===== src/rtl/prio_arbiter.sv =====
// Priority arbiter with a one-deep registered output stage.
// MODE 0 grants the highest-index request; MODE 1 rotates priority downward from the last grant.
module prio_arbiter #(
  parameter int N    = 8,
  parameter int MODE = 0
) (
  input  logic                 clk,
  input  logic                 rst,
  input  logic                 in_valid,
  output logic                 in_ready,
  input  logic [N-1:0]         req,
  output logic                 out_valid,
  input  logic                 out_ready,
  output logic [$clog2(N)-1:0] out_idx,
  output logic [N-1:0]         out_onehot,
  output logic                 out_none
);

  localparam int W = $clog2(N);

  // Highest set bit wins; the all-zero vector yields index 0.
  function automatic logic [W-1:0] f_fixed_pick(input logic [N-1:0] r);
    logic [W-1:0] idx;
    idx = '0;
    for (int i = 0; i < N; i++) begin
      if (r[i]) idx = W'(i);
    end
    return idx;
  endfunction

  // Scan last-1, last-2, ... wrapping to N-1, ending at last itself; first hit wins.
  function automatic logic [W-1:0] f_rr_pick(input logic [N-1:0] r, input logic [W-1:0] last);
    logic [W-1:0] idx;
    logic [W-1:0] cand;
    logic         found;
    int           c;
    idx   = '0;
    found = 1'b0;
    for (int k = 1; k <= N; k++) begin
      c = int'(last) - k;
      if (c < 0) c = c + N;
      cand = W'(c);
      if (!found && r[cand]) begin
        idx   = cand;
        found = 1'b1;
      end
    end
    return idx;
  endfunction

  function automatic logic [N-1:0] f_onehot(input logic [W-1:0] idx, input logic none);
    logic [N-1:0] one;
    one = {{(N-1){1'b0}}, 1'b1};
    return none ? '0 : (one << idx);
  endfunction

  logic         r_vld_p1;
  logic [W-1:0] r_idx_p1;
  logic [N-1:0] r_onehot_p1;
  logic         r_none_p1;
  logic [W-1:0] r_last;

  logic         w_accept;
  logic         w_none;
  logic [W-1:0] w_fix_idx;
  logic [W-1:0] w_rr_idx;
  logic [W-1:0] w_idx;

  assign in_ready  = !r_vld_p1 || out_ready;
  assign w_accept  = in_valid && in_ready;
  assign w_none    = ~|req;
  assign w_fix_idx = f_fixed_pick(req);
  assign w_rr_idx  = f_rr_pick(req, r_last);
  assign w_idx     = w_none ? '0 : ((MODE == 1) ? w_rr_idx : w_fix_idx);

  // Stage p0 -> p1: capture the grant on accept, hold it under backpressure.
  always_ff @(posedge clk or posedge rst) begin
    if (rst) begin
      r_vld_p1    <= 1'b0;
      r_idx_p1    <= '0;
      r_onehot_p1 <= '0;
      r_none_p1   <= 1'b0;
      r_last      <= '0;
    end else begin
      if (w_accept) begin
        r_vld_p1    <= 1'b1;
        r_idx_p1    <= w_idx;
        r_onehot_p1 <= f_onehot(w_idx, w_none);
        r_none_p1   <= w_none;
        if (MODE == 1 && !w_none) r_last <= w_idx;
      end else if (out_ready) begin
        r_vld_p1 <= 1'b0;
      end
    end
  end

  assign out_valid  = r_vld_p1;
  assign out_idx    = r_idx_p1;
  assign out_onehot = r_onehot_p1;
  assign out_none   = r_none_p1;

endmodule


===== config.mk =====
export PLATFORM = sky130hd
export DESIGN_NAME = prio_arbiter
export DESIGN_NICKNAME = d
export VERILOG_FILES = /design/src/rtl/prio_arbiter.sv
export SDC_FILE = /design/constraint.sdc
export NUM_CORES = 1
export LEC_CHECK = 0
export ABC_AREA = 1
export CORE_MARGIN = 1.5
export CORE_UTILIZATION = 46
export CTS_BUF_LIST = sky130_fd_sc_hd__clkbuf_4
export DETAILED_ROUTE_END_ITERATION = 10
export GPL_TIMING_DRIVEN = 0
export PLACE_DENSITY_LB_ADDON = 0.12
export SYNTH_ARGS = -nofsm -noshare
export SYNTH_HDL_FRONTEND = slang
export SYNTH_SLANG_ARGS = --single-unit

===== constraint.sdc =====
create_clock -name clk -period 2.2 [get_ports clk]
set_input_delay 0.44 -clock clk [delete_from_list [all_inputs] [get_ports clk]]
set_output_delay 0.44 -clock clk [all_outputs]
set_load 0.005 [all_outputs]

After elaboration in Yosys (flattened, before gate mapping):

Cells that the tools add are included.

* add/subtract/negate cells: 0
* multipliers: 0
* divide/modulo/power cells: 0
* order comparisons: 0
* equality and inequality tests: 0
* shift-type cells: 1
* mux-type cells: 11
* bitwise logic cells: 0
* reductions and logical operators: 6

Operators by type and width (number)
* $mux 3: 6
* $mux 8: 1
* $reduce_or 8->1: 1
* $shl 1x3->8 const A: 1
* $mux 1: 3
* $logic_not 1->1: 2
* $mux 2: 1
* $reduce_bool 2->1: 1
* $logic_and 1x1->1: 1
* $logic_or 1x1->1: 1

* bits in registers: 13
* bits in latches: 0
* RAM bits: 0
* bits in read-only memories: 0
* input bits: 12
* logic and storage cells: 22
* memories kept: 0

Longest topological paths before layout:

* depth after elaboration: 10
* depth in mapped cells: 9
* depth with buffers taken out: 9

Least setup slack after synthesis:

No wires, ideal clock.

* path type: input -> register
* start point: input port req[0]
* end point: register r_onehot_p1[0], in the netlist out_onehot[0]
* arrival: 0.989 ns
* required time: 2.082 ns
* setup slack: 1.093 ns
* cell stages on the path: 5
* buffers on the path: 0
* cells stage by stage: or2_2 > nor2_1 > nor2_1 > nand4_1 > nand2_1

* cells in the longest elaborated chain, start to end: 4

Ends and longest elaborated chain
* from (decl): line 11 `input logic [N-1:0] req,`
* $reduce_or 8->1 (*): line 71 `assign w_none = ~|req;`
* $mux 3: line 74 `assign w_idx = w_none ? '0 : ((MODE == 1) ? w_rr_idx : w_fix_idx);`
* $shl 1x3->8: line 54 `return none ? '0 : (one << idx);`
* $mux 8 (*): line 54
* to (signal assigned): line 88 `r_onehot_p1 <= f_onehot(w_idx, w_none);`
* to (decl): line 59 `logic [N-1:0] r_onehot_p1;`

Every way passes the cells marked *; elsewhere a longest branch is shown, timed or not.
A chain may end at the register's enable or synchronous reset.

Worst setup path in the final report:

* start point: input port out_ready
* end point: output port in_ready

* cells in the longest elaborated chain, start to end: 1

Ends and longest elaborated chain
* from (decl): line 13 `input logic out_ready,`
* $logic_or 1x1->1: line 69 `assign in_ready = !r_vld_p1 || out_ready;`
* to (decl): line 10 `output logic in_ready,`

No other way between the ends.

==> metrics <==
initial antenna violation count=0; antenna cells=0; worst slew pin tran=0.476 ns; IO buf count=25; final core utilization=72.2%; chip width=40.3 um; Die ar.=1630 um2; Starting Density=49.2%; top cells by area, synth=dfrtp_1 (51%), nand2_1 (16%), inv_1 (5.3%), nand3_1 (3.9%), nand4_1 (3.9%); CP arrival=1.56 ns; H-Tree Depth=1; Hold WC Path Type=in2async; period utilization=91.0%; CP Class=in2out; Worst R2R Path Depth=5; num rows=13; router iterations before antenna repair=4; CTS tree=done; Power Dens Cells=560 nW/um2; max_cap viols=0; clock transition at the registers of the reported paths=0.07 ns; Num CTS Buffers=3; area grow syn2layout=46.7%; Vias/cell=4.85; Residual DRC=0; GRT Overall Usage=18.1%; CP Data Required Time=1.76 ns; Ports=26; Yosys Warn Count=0; Clock Path Buffers=2; synthesized area per cell=8.11 um2; synthesized area=641 um2; antenna-violating nets left=0; Pins Over Slew Limit=0; hold_ws=0.482 ns; fmax=500 MHz; Peak supply drop=341 uV; layout cells sized above 1=13.9%; Final Hold Vio Count=0; wire length per cell=10.4 um; cts repair resizes=0; Worst-Skew Late Latency=0.27 ns; Die H=40.3 um; post-synthesis register bit count=13; Total Routed Length=1280 um; register area share after synthesis=50.8%; post-DP HPWL=1060 um; Crit. End Element=output port; nets@finish=121; Post-Route Setup TNS=0 ns; leakage=0.481 nW; status=completed; gp weighted congestion=0.840; Initial DRC Count=5; Clock Skews=0.00120 ns; fillcell total=123; Distinct cells, synth=16; hold bufs inserted after CTS=0; Reg area=325 um2; Synth area leader=dfrtp_1; vias in the first global route=467; crit path max fanout=3; core area=1300 um2; largest net degree at the start of global routing=14; multi-input logic area=267 um2; global-route wire length before repair=1920 um; number of setup buffers added after CTS=0; Yosys top cell area share=50.8%; CTS sink count=13; Tmin final=2.00 ns; Synth Instances=79; syn nets=91; Slew headroom=68.3%; # setup viols final=0; CTS root buf=clkbuf_4; crit path launch type=input pin; vias after detailed routing=597; unrepaired setup endpoints after global routing=no; grt total ovfl=0
[synthesized netlist by cell type (all sizes together)]
cell type	instances
dfrtp	13
nand4	4
buf	1
nand2	32
o21ai	2
inv	11
a21oi	2
a31oi	1
or2	1
nand3	5
nor2	7
[routing by layer]
layer | global-route usage (%) | wire, um | part of all wire (%)
met1 | 22.0 | 566 | 44
met5 | 0 | 0 | 0
met3 | 6.67 | 81 | 6.3
met4 | 5.00 | 9 | 0.70
met2 | 29.8 | 622 | 49
[critical path, stage by stage]
cell	delay [ns]
clkdlybuf4s50_1	0.47
inv_1	0.08
nand2_2	0.08
clkdlybuf4s50_1	0.49
[stage by stage]
step	std cells	setup WS [ns]	instance area, um2	power (W)
final	123	0.199	940	0.000526
after detailed placement	119	0.186	910	0.000380
after global placement	119	0.228	910	0.000376
after CTS	123	0.181	940	0.000533
after floorplan	79	1.09	641	0.000317
after global routing	123	0.131	940	0.000554
[power by group]
part	switching (W)	total [W]	internal, W	leakage (nW)
sequential	0.00000876	0.000263	0.000254	0.164
clock	0.0000708	0.000153	0.0000825	0.0184
combinational	0.0000484	0.000110	0.0000616	0.298
[logic make-up (layout without fill, tap and decap cells)]
kind of cell | count (synthesis) | count (layout) | synth area share (%)
AOI/OAI and AO/OA | 5 | 5 | 6.45
DFF | 13 | 13 | 50.8
and+or+nand+nor | 49 | 49 | 35.2
buffers and inverters | 12 | 41 | 7.62
[final timing paths]
path	from	to	slack [ns]
min in group clk	out_idx[1]	out_idx[1]	0.48
min	rst	out_onehot[4]	0.48
max in group asynchronous	rst	out_idx[0]	1.39
max	out_ready	in_ready	0.20
max reg2reg	out_valid	out_onehot[6]	1.10
min reg2reg	out_idx[1]	out_idx[1]	0.48
[placed cells by master, fill, tap and decap left out]
cell type        netlist  final
nand2_1               28     28
clkdlybuf4s50_1        0     25
dfrtp_1               13     13
inv_1                  9      9
nor2_1                 6      6
nand3_1                5      5
nand4_1                4      4
clkbuf_4               0      4
nand2_2                3      3
inv_2                  2      2
o21ai_0                2      2
a21oi_4                1      1
a31oi_1                1      1
nand2_4                1      1
a21oi_2                1      1
buf_4                  1      1
or2_2                  1      1
nor2_4                 1      1
[registers in the layout, summed over array words and instances (netlist names)]
signal,flops
out_onehot,8
out_idx,3
out_valid,1
out_none,1
[final cells by class]
type | count | area share, %
Inverter | 11 | 4.39
Timing Repair Buffer | 25 | 26.6
Clock buffer | 4 | 3.20
Multi-Input combinational cell | 54 | 28.4
Buffer | 1 | 0.799
Tap cell | 15 | 2.00
Sequential cell | 13 | 34.6
No activity file was read; power rests on OpenSTA's default activity.
